### src/rtl/uart_pkg.sv
// Shared definitions for the UART transmit scheduler and related shared-resource blocks.
package uart_pkg;

  typedef enum logic [2:0] {
    IDLE,
    START,
    WAIT_LOW,
    WAIT_HIGH,
    DONE
  } arb_state_t;

  localparam int BAUD_DIV   = 2604;
  localparam int FRAME_BITS = 10;

endpackage

### src/rtl/uart_tx_arb_if.sv
// Request/transmitter bundle of the UART scheduler; master is the client/transmitter side.
interface uart_tx_arb_if #(
  parameter int NUM_REQ   = 4,
  parameter int MSG_BYTES = 3
);

  logic [NUM_REQ-1:0]             req;
  logic [NUM_REQ*8*MSG_BYTES-1:0] msg;
  logic                           tx_rdy;
  logic                           tx_start;
  logic [7:0]                     tx_data;
  logic [NUM_REQ-1:0]             grant;
  logic [NUM_REQ-1:0]             done;
  logic                           busy;

  modport master (
    output req, msg, tx_rdy,
    input  tx_start, tx_data, grant, done, busy
  );

  modport slave (
    input  req, msg, tx_rdy,
    output tx_start, tx_data, grant, done, busy
  );

endinterface

### src/rtl/rr_pick.sv
// Combinational round-robin picker: first active request after the previous winner, wrapping.
module rr_pick #(
  parameter int NUM_REQ = 4,
  parameter int IW      = $clog2(NUM_REQ)
) (
  input  logic [NUM_REQ-1:0] i_req,
  input  logic [IW-1:0]      i_lastGrant,
  output logic [NUM_REQ-1:0] o_grant,
  output logic [IW-1:0]      o_idx,
  output logic               o_valid
);

  logic [IW-1:0] w_pos;

  // Offset NUM_REQ lands back on the previous winner, so a lone requester can win repeatedly.
  always_comb begin
    o_grant = '0;
    o_idx   = '0;
    o_valid = 1'b0;
    w_pos   = '0;
    for (int k = 1; k <= NUM_REQ; k++) begin
      w_pos = IW'((int'(i_lastGrant) + k) % NUM_REQ);
      if (!o_valid && i_req[w_pos]) begin
        o_valid        = 1'b1;
        o_grant[w_pos] = 1'b1;
        o_idx          = w_pos;
      end
    end
  end

endmodule

### src/rtl/uart_tx_arb.sv
// Shares one 8N1 UART transmitter among NUM_REQ requesters, sending each
// captured MSG_BYTES message MSB byte first and pulsing done to its owner.
module uart_tx_arb
  import uart_pkg::*;
#(
  parameter int NUM_REQ   = 4,
  parameter int MSG_BYTES = 3
) (
  input logic         clk,
  input logic         rst_n,
  uart_tx_arb_if.slave bus
);

  localparam int IW = $clog2(NUM_REQ);
  localparam int CW = $clog2(MSG_BYTES + 1);
  localparam int MW = 8 * MSG_BYTES;

  arb_state_t         r_state;
  arb_state_t         w_nextState;
  logic [IW-1:0]      r_lastGrant;
  logic [NUM_REQ-1:0] r_grant;
  logic [MW-1:0]      r_shift;
  logic [CW-1:0]      r_cnt;

  logic [NUM_REQ-1:0] w_pickGrant;
  logic [IW-1:0]      w_pickIdx;
  logic               w_pickValid;
  logic [MW-1:0]      w_winMsg;
  logic               w_lastByte;
  logic               w_load;
  logic               w_advance;

  rr_pick #(
    .NUM_REQ(NUM_REQ)
  ) u_pick (
    .i_req      (bus.req),
    .i_lastGrant(r_lastGrant),
    .o_grant    (w_pickGrant),
    .o_idx      (w_pickIdx),
    .o_valid    (w_pickValid)
  );

  always_comb begin
    w_winMsg = '0;
    for (int i = 0; i < NUM_REQ; i++) begin
      if (w_pickIdx == IW'(i)) begin
        w_winMsg = bus.msg[i*MW +: MW];
      end
    end
  end

  assign w_lastByte = (r_cnt == CW'(MSG_BYTES - 1));

  always_comb begin
    w_nextState = r_state;
    case (r_state)
      IDLE:      if (w_pickValid && bus.tx_rdy) w_nextState = START;
      START:     w_nextState = WAIT_LOW;
      WAIT_LOW:  if (!bus.tx_rdy) w_nextState = WAIT_HIGH;
      WAIT_HIGH: if (bus.tx_rdy) w_nextState = w_lastByte ? DONE : START;
      DONE:      w_nextState = IDLE;
      default:   w_nextState = IDLE;
    endcase
  end

  assign w_load    = (r_state == IDLE) && (w_nextState == START);
  assign w_advance = (r_state == WAIT_HIGH) && (w_nextState == START);

  always_ff @(posedge clk or negedge rst_n) begin
    if (!rst_n) r_state <= IDLE;
    else        r_state <= w_nextState;
  end

  // The winner's message is frozen at grant time; later msg changes cannot leak in.
  always_ff @(posedge clk or negedge rst_n) begin
    if (!rst_n) begin
      r_lastGrant <= IW'(NUM_REQ - 1);
      r_grant     <= '0;
      r_shift     <= '0;
      r_cnt       <= '0;
    end else if (w_load) begin
      r_lastGrant <= w_pickIdx;
      r_grant     <= w_pickGrant;
      r_shift     <= w_winMsg;
      r_cnt       <= '0;
    end else if (w_advance) begin
      r_shift <= r_shift << 8;
      r_cnt   <= r_cnt + CW'(1);
    end else if (r_state == DONE) begin
      r_grant <= '0;
    end
  end

  assign bus.tx_start = (r_state == START);
  assign bus.tx_data  = r_shift[MW-1 -: 8];
  assign bus.grant    = r_grant;
  assign bus.done     = (r_state == DONE) ? r_grant : '0;
  assign bus.busy     = (r_state != IDLE);

endmodule

### src/flat_wrapper.sv
// flat-port wrapper written by rule: the top's interface ports become plain ports
module uart_tx_arb_flat import uart_pkg::*;
#(
  parameter int NUM_REQ   = 4,
  parameter int MSG_BYTES = 3
)
  (clk, rst_n, bus_req, bus_msg, bus_tx_rdy, bus_tx_start, bus_tx_data, bus_grant, bus_done, bus_busy);
  uart_tx_arb_if #(.NUM_REQ(NUM_REQ), .MSG_BYTES(MSG_BYTES)) bus_i ();
  input logic clk;
  input logic rst_n;
  input wire logic [$bits(bus_i.req)-1:0] bus_req;
  input wire logic [$bits(bus_i.msg)-1:0] bus_msg;
  input wire logic [$bits(bus_i.tx_rdy)-1:0] bus_tx_rdy;
  output wire logic [$bits(bus_i.tx_start)-1:0] bus_tx_start;
  output wire logic [$bits(bus_i.tx_data)-1:0] bus_tx_data;
  output wire logic [$bits(bus_i.grant)-1:0] bus_grant;
  output wire logic [$bits(bus_i.done)-1:0] bus_done;
  output wire logic [$bits(bus_i.busy)-1:0] bus_busy;
  assign bus_i.req = bus_req;
  assign bus_i.msg = bus_msg;
  assign bus_i.tx_rdy = bus_tx_rdy;
  assign bus_tx_start = bus_i.tx_start;
  assign bus_tx_data = bus_i.tx_data;
  assign bus_grant = bus_i.grant;
  assign bus_done = bus_i.done;
  assign bus_busy = bus_i.busy;
  uart_tx_arb #(.NUM_REQ(NUM_REQ), .MSG_BYTES(MSG_BYTES)) u_core (.clk(clk), .rst_n(rst_n), .bus(bus_i));
endmodule
### config.mk
export PLATFORM = sky130hd
export DESIGN_NAME = uart_tx_arb_flat
export DESIGN_NICKNAME = d
export VERILOG_FILES = /design/src/rtl/uart_pkg.sv /design/src/rtl/uart_tx_arb_if.sv /design/src/rtl/rr_pick.sv /design/src/rtl/uart_tx_arb.sv /design/src/flat_wrapper.sv
export SDC_FILE = /design/constraint.sdc
export NUM_CORES = 1
export LEC_CHECK = 0
export CAP_MARGIN = 0
export CORE_MARGIN = 2
export CORE_UTILIZATION = 28
export CTS_BUF_LIST = sky130_fd_sc_hd__clkbuf_4 sky130_fd_sc_hd__clkbuf_8
export DETAILED_ROUTE_END_ITERATION = 12
export SYNTH_ARGS = -nofsm -noshare
export SYNTH_HDL_FRONTEND = slang
export SYNTH_SLANG_ARGS = --single-unit
### constraint.sdc
create_clock -name clk -period 6.55 [get_ports clk]
set_input_delay 0.9825 -clock clk [delete_from_list [all_inputs] [get_ports clk]]
set_output_delay 0.9825 -clock clk [all_outputs]
set_load 0.005 [all_outputs]
==> metrics.md, run 1 <==
| Metric | Value |
|---|---|
| Kind of end point of the critical path | `register` |
| Unique masters post-synth | `between 50 and 60` |
| Cell depth of the worst min-delay path | `2` |
| Post-layout instance count excluding filler cells | `approximately 540` |
| Arrival time of the worst setup path | `approximately 3.8 ns` |
| Routed WL | `roughly 9400 um` |
| Total setup violations reported at the end of the flow | `0` |
| Post-Syn Nets | `411` |
| Achievable Freq | `0.273 GHz` |
| Endpoint of the worst register-to-register path | `u_core.r_shift[15]$_DFFE_PN0P_` |
| Relative slew margins | `between 40% and 50%` |
| Worst reg-to-reg setup slack | `between 2 and 3 ns` |
| Share of flip-flops with an asynchronous set or reset after synthesis | `100%` |
| Worst clock skew | `around 0.012 ns` |
| Worst R2R Path Depth | `8` |
| Synth top area cells | `dfrtp_1 29%, mux2i_1 13%, and3_1 5.0%, ha_1 3.9%, a22oi_1 3.4%` |
| CTS HTree Levels | `2` |
| Via count of the first global-routing pass | `between 2,000 and 3,000` |
| Post-cts hold buffer count | `0` |
| Cell Rows | `37` |
| RSZ-0062 raised after global routing | `false` |
| Part of the power in the clock network | `between 10% and 20%` |
| Proportion of power drawn by flip-flops and latches | `a little under a quarter` |
| Number of design rule violations left after detail routing | `0` |
| Antenna violations before repair | `0` |
| Combined area of all synthesized cells | `slightly below 3000 sq um` |
| Transition time at the pin with the least slew margin | `0.829 ns` |
| Aggregate negative setup slack | `0 ns` |
| Global-route wire length before repair | `about 15,000 um` |
| Number of clock sinks seen by CTS | `35` |
| DRC marker count from the first detailed-route iteration | `between 100 and 150` |
| Drt via density | `between 5 and 6` |
| Internal Power | `917 uW` |
| Prevailing post-synth register cell | `dfrtp_1` |
| Pin count of the biggest net entering global routing | `36` |
| Element type at the critical path start | `input pin` |
| Global route overflow | `0` |
| Leakage power | `between 0.0015 and 0.002 uW` |
| Area share of the largest cell type after synthesis | `around 29%` |
| Highest ir drop seen on vdd | `0.000209 V` |
| Comb power frac | `between 60% and 70%` |
| Commonest cells after routing, fill and taps aside | `119 x clkdlybuf4s50_1, 37 x mux2i_1, 33 x dfrtp_1` |
| Status | `finished clean` |
| # Post-CTS Setup Buffers | `0` |
| Post-cts gate resize count | `0` |
| Path class of the lowest-slack min-delay path | `reg -> reg` |
| Starting density of the core | `between 20% and 30%` |
| Proportion of layout cells with a drive suffix above 1 | `a little over 10%` |
| GR Layer Usage met2 | `approximately 28%` |
| Post-layout net count | `just over 500` |
| Detail Placement HPWL | `7000 um` |
| Total of buffers placed on input and output ports | `between 100 and 150` |
| Insertion delay of the later-clocked pin in the worst-skew pair | `0.29 ns` |
| Worst Path Class, Setup | `in -> reg` |
| Avg Synthesized Cell Area | `9.67 sq um` |
| Fraction of met1 tracks used by global routing | `between 20 and 25%` |
| Die boundary width | `~110 um` |
| Crit share post-route | `roughly 56%` |
| Detail-routed net length per standard cell | `approximately 17 um` |
| Number of buffers created by CTS | `5` |
| Cell accounting for the most synthesized area | `dfrtp_1` |
| Number of enable flip-flop cells after synthesis | `0` |
| Clock transition time at the flip-flop clock pins of the worst setup and hold paths | `roughly 0.08 ns` |
| Met3 demand-to-capacity share in global routing | `about 2.7%` |
| Critical path fanouts, max | `20` |
| Final ANT Viol Nets | `0` |
| Instance count of the mapped netlist | `between 200 and 300` |
| Post-layout minimum cycle time | `~3.7 ns` |
| Height of the chip | `around 110 um` |
| RePlAce Congestion | `approximately 0.76` |
| Detailed Routing Iterations Pass 1 | `4` |
| FILL cells | `slightly above 1,000` |
| Max Cap Viol | `0` |
| CTS tree | `yes` |
| Number of vias after detailed routing | `approximately 2,800` |
| Layout overhead on the synthesized area | `44.8%` |
| Placed Cells | `530` |
| Clock root cell | `clkbuf_8` |
| Inserted Diodes | `0` |
| Number of hold violations in the final report | `0` |
| Count of boundary I/O pins | `about 120` |
| Critical Path RT | `about 6.7 ns` |
| Psw | `~740 uW` |
| Power Density | `397 nW/um^2` |
| Hold Path Sink | `u_core.r_shift[5]$_DFFE_PN0P_` |
| Fraction of power spent switching nets | `~45%` |
| Peak-usage layer in the global routing report | `met2` |
| All-layer global routing usage | `around 17%` |
| Number of synthesized register bits | `35` |
| Utilization after layout | `between 40% and 50%` |
| Number of max-slew violations in the final report | `0` |
| Launch point of the worst hold path | `u_core.r_shift[5]$_DFFE_PN0P_` |
| Core region area | `just over 10,000 sq um` |
| Number of synthesis warnings | `0` |
| Area of the die | `11,200 sq um` |
| Register area share after synthesis | `between 30% and 40%` |
| Most common cell after layout, fill and taps aside | `clkdlybuf4s50_1` |
| Worst reg2reg path startpoint | `u_core.r_lastGrant[0]$_DFFE_PN1P_` |
| Max Root-Sink Buffers | `2` |
critical path, cell delays in order:
cell and delay (ns):
clkdlybuf4s50_1 0.63, mux4_2 0.57, nor2b_4 0.19, o21ai_4 0.42, nand2_2 0.50, nor2_1 0.41, a211oi_1 0.12
flip-flops by register name, indices dropped and copies added (netlist names):
| register | flops |
|---|---|
| u_core.bus.grant | 4 |
| u_core.r_cnt | 2 |
| u_core.r_lastGrant | 2 |
| u_core.r_shift | 24 |
| u_core.r_state | 3 |
how the worst max path moves through the flow:
stage                                           start                        endpoint  slack [ns]  cells past startpoint
floorplan                                  bus_req[1]  u_core.r_shift[21]$_DFFE_PN0P_        3.77                      8
global placement                           bus_req[1]  u_core.r_shift[14]$_DFFE_PN0P_        2.76                      7
detailed placement                         bus_req[2]  u_core.r_shift[17]$_DFFE_PN0P_        2.65                      7
CTS                                        bus_req[1]  u_core.r_shift[15]$_DFFE_PN0P_        2.96                      7
global route        u_core.r_lastGrant[0]$_DFFE_PN1P_  u_core.r_shift[15]$_DFFE_PN0P_        2.61                      8
finish                                     bus_req[1]  u_core.r_shift[15]$_DFFE_PN0P_        2.89                      7
synthesized netlist by cell type (all sizes together), types with 3 or more instances:
cell type	count
dfrtp	33
o22ai	3
ha	9
and3	23
a22oi	13
o21ai	26
o221ai	11
a221oi	4
o211ai	5
nand2	20
inv	4
buf	20
o21a	3
a21o	5
a21oi	7
a211oi	7
clkbuf	6
o31ai	5
mux2i	37
nor2	15
nand3	19
area by class of cell:
class                      instances  area [sq um]  share of cell area [%]
sequential                        35           878                    21.0
multi-input combinational        234          1810                    43.2
clock buffer                       5          68.8                    1.64
inverter                           4          15.0                   0.358
timing repair buffer             121          1200                    28.7
clock inverter                     3          43.8                    1.05
tap                              136           170                    4.06
per-layer routing:
layer  vias up  routed length (um)
met5         -                   0
met1      1326                4260
met3        12                 452
met2        88                4510
li1       1340                   -
met4         0                 172
cells by family after synthesis:
| logic type | synth area share [%] |
|---|---|
| AO/OA/AOI/OAI | 27.0 |
| XOR/XNOR | 0.303 |
| multiplexers | 14.4 |
| adder cells (fa/ha/maj) | 3.89 |
| buffers and inverters | 7.09 |
| flip-flops | 30.4 |
| AND/OR/NAND/NOR | 17.0 |
stage by stage:
| step | hold WS [ns] | setup slack [ns] | cell area [sq um] | total power (uW) |
|---|---|---|---|---|
| 2_1_floorplan | 0.454 | 3.77 | 2890 | 1220 |
| 3_3_place_gp | 0.468 | 2.76 | 4080 | 1430 |
| 3_5_place_dp | 0.488 | 2.65 | 4080 | 1460 |
| 4_1_cts | 0.508 | 2.96 | 4190 | 1670 |
| 5_1_grt | 0.543 | 2.61 | 4190 | 1800 |
| 6_report | 0.505 | 2.89 | 4190 | 1660 |
power by group through the flow:
stage          Sequential [uW]  Combinational [uW]  Clock [uW]
2_1_floorplan              360                 856           0
3_3_place_gp               393                1040           0
3_5_place_dp               395                1070           0
4_1_cts                    391                1070         205
5_1_grt                    408                1180         214
6_report                   392                1070         199
(Power assumes the default switching activity.)
==> inputs of run 2 (changes only) <==
- clock period: 6.55 -> 3.8 ns (I/O delays scaled with it)
==> metrics.md, run 2 (same netlist as run 1, synthesis figures left out) <==
| Metric | Value |
|---|---|
| Area of placed instances | `4120 sq um (+1.1%)` |
| Detail-routed net length per standard cell | `17.1 um (-2.2%)` |
| CTS HTree Levels | `2 (unchanged)` |
| Post-layout net count | `519 (+1.2%)` |
| Post-layout instance count excluding filler cells | `544 (+1.1%)` |
| Routed WL | `9290 um (-1.2%)` |
| Critical Path RT | `4.00 ns (-2.71 ns)` |
| Number of buffers created by CTS | `5 (unchanged)` |
| Achievable Freq | `between 0.3 and 0.4 GHz` |
| Drt via density | `5.08 (-1.2%)` |
| All-layer global routing usage | `17.0% (-0.16 points)` |
| Detailed Routing Iterations Pass 1 | `4 (unchanged)` |
| Via count of the first global-routing pass | `2,953 (+1.1%)` |
| Die boundary width | `106 um (unchanged)` |
| RSZ-0062 raised after global routing | `false` |
| Most common cell after layout, fill and taps aside | `clkdlybuf4s50_1` |
| Layout overhead on the synthesized area | `46.4%` |
| Height of the chip | `106 um (unchanged)` |
| Fraction of met1 tracks used by global routing | `21.5% (-1.3 points)` |
| Relative slew margins | `43.8% (+0.66 points)` |
| Count of boundary I/O pins | `121 (unchanged)` |
| Core region area | `10,200 sq um (unchanged)` |
| Aggregate negative setup slack | `0 ns (unchanged)` |
| Post-route standard cell area excluding fillers | `4230 sq um (+1.1%)` |
| Total of buffers placed on input and output ports | `120 (unchanged)` |
| Area of the die | `11,200 sq um (unchanged)` |
| Antenna violations before repair | `0 (unchanged)` |
| Pin count of the biggest net entering global routing | `36 (unchanged)` |
| Kind of end point of the critical path | `register` |
| Path class of the lowest-slack min-delay path | `in -> async` |
| Number of vias after detailed routing | `2,763 (-0.11%)` |
| Worst reg2reg path startpoint | `u_core.r_lastGrant[0]$_DFFE_PN1P_` |
| Commonest cells after routing, fill and taps aside | `119 x clkdlybuf4s50_1, 37 x mux2i_1, 33 x dfrtp_1` |
| Peak-usage layer in the global routing report | `met2` |
| Met3 demand-to-capacity share in global routing | `2.60% (-0.12 points)` |
| Master of the slowest instance on the critical path | `dfstp_2` |
| Number of max-slew violations in the final report | `0 (unchanged)` |
| DRC marker count from the first detailed-route iteration | `145 (-2.0%)` |
| Placed Cells | `536 (+1.1%)` |
| Max Root-Sink Buffers | `2 (unchanged)` |
| Critical path's largest stage delay | `0.74 ns (+0.11 ns)` |
| Final ANT Viol Nets | `0 (unchanged)` |
| Worst reg-to-reg setup slack | `0.68 ns (-2.25 ns)` |
| Power Density | `681 nW/um^2 (+72%)` |
| Post-layout minimum cycle time | `3.12 ns` |
| Most flops, register | `u_core.r_shift` |
| Critical path fanouts, max | `16 (-20%)` |
| CTS tree | `yes` |
| RePlAce Congestion | `0.804 (+5.1%)` |
| GR Layer Usage met2 | `30.7% (+2.2 points)` |
| Transition time at the pin with the least slew margin | `0.843 ns (+0.0138 ns)` |
| Crit share post-route | `just over 80%` |
| Worst clock skew | `0.0120 ns (-0.000163 ns)` |
| Clock transition time at the flip-flop clock pins of the worst setup and hold paths | `0.09 ns (about the same)` |
| Highest ir drop seen on vdd | `0.000334 V (+60%)` |
| Min Hold Slack | `0.378 ns (-0.127 ns)` |
| Worst Path Class, Setup | `reg -> reg` |
| Proportion of layout cells with a drive suffix above 1 | `11.5% (+1.3 points)` |
| Number of hold violations in the final report | `0 (unchanged)` |
| Worst R2R Path Depth | `8 (unchanged)` |
| Post-cts gate resize count | `0 (unchanged)` |
| Global-route wire length before repair | `15,300 um (-0.81%)` |
| Total setup violations reported at the end of the flow | `0 (unchanged)` |
| Endpoint of the worst register-to-register path | `u_core.r_shift[18]$_DFFE_PN0P_` |
| Post-cts hold buffer count | `0 (unchanged)` |
| Starting density of the core | `28.4% (unchanged)` |
| Element type at the critical path start | `register` |
| Largest register FFs | `24 (unchanged)` |
| Leakage power | `0.00178 uW (+1.5%)` |
| Number of clock sinks seen by CTS | `35 (unchanged)` |
| Insertion delay of the later-clocked pin in the worst-skew pair | `0.29 ns (about the same)` |
| Global route overflow | `0 (unchanged)` |
| # Post-CTS Setup Buffers | `0 (unchanged)` |
| Number of design rule violations left after detail routing | `0 (unchanged)` |
| Cell chain of the critical path | `inv_1 -> ha_1 -> mux4_2 -> nor2b_4 -> o21a_1 -> nor2_4 -> nand2_2 -> o221ai_1` |
| Arrival time of the worst setup path | `3.32 ns (-0.51 ns)` |
| Detail Placement HPWL | `7070 um (+0.97%)` |
| Cell Rows | `37 (unchanged)` |
| Clock root cell | `clkbuf_8` |
| Max Cap Viol | `0 (unchanged)` |
| Status | `finished clean` |
| Inserted Diodes | `0 (unchanged)` |
run 2: cell count changes in the layout (fill, tap and decap cells not counted), sizes merged:
cell,change
buf,+6
run 2: worst max-delay path, delay by kind of cell, from the launching register on:
kind | cells | cell delay, ns
compound gates | 2 | 0.54
simple gates | 3 | 0.66
flops | 1 | 0.74
fa+ha+maj | 1 | 0.48
mux | 1 | 0.35
buf+inv | 1 | 0.24
run 2: routing by layer:
metal	vias up	part of all wire, %
li1	1355	-
met1	1310	43
met5	-	0
met4	0	1.0
met2	90	50
met3	8	5.3
run 2: through the flow:
stage	total power [uW]	utilization [%]	worst slack, ns
floorplan	2100	-	1.04
global placement	2510	40.5	0.634
detailed placement	2560	40.5	0.485
CTS	2910	41.6	0.638
global route	3140	41.6	0.389
finish	2880	41.6	0.681
run 2: worst max-delay path by stage:
stage | startpoint | endpoint | slack [ns] | cells after the start
floorplan | u_core.r_lastGrant[0]$_DFFE_PN1P_ | u_core.r_shift[21]$_DFFE_PN0P_ | 1.04 | 10
global placement | bus_req[2] | u_core.r_shift[22]$_DFFE_PN0P_ | 0.63 | 8
detailed placement | bus_req[2] | u_core.r_shift[18]$_DFFE_PN0P_ | 0.49 | 8
CTS | u_core.r_lastGrant[0]$_DFFE_PN1P_ | u_core.r_shift[18]$_DFFE_PN0P_ | 0.64 | 8
global route | u_core.r_lastGrant[0]$_DFFE_PN1P_ | u_core.r_shift[17]$_DFFE_PN0P_ | 0.39 | 9
finish | u_core.r_lastGrant[0]$_DFFE_PN1P_ | u_core.r_shift[18]$_DFFE_PN0P_ | 0.68 | 8
run 2: where the power goes:
group / leakage (uW) / switching (uW) / total, uW / internal [uW]
sequential: 0.000443 / 144 / 677 / 532
combinational: 0.00127 / 979 / 1860 / 885
clock: 0.0000581 / 148 / 343 / 196
run 2: layout make-up:
cell class | instances | area, sq um
Fill cell | 1027 | 5950
Multi-Input combinational cell | 234 | 1810
Timing Repair Buffer | 127 | 1250
Sequential cell | 35 | 878
Tap cell | 136 | 170
Clock buffer | 5 | 68.8
Clock inverter | 3 | 43.8
Inverter | 4 | 15.0
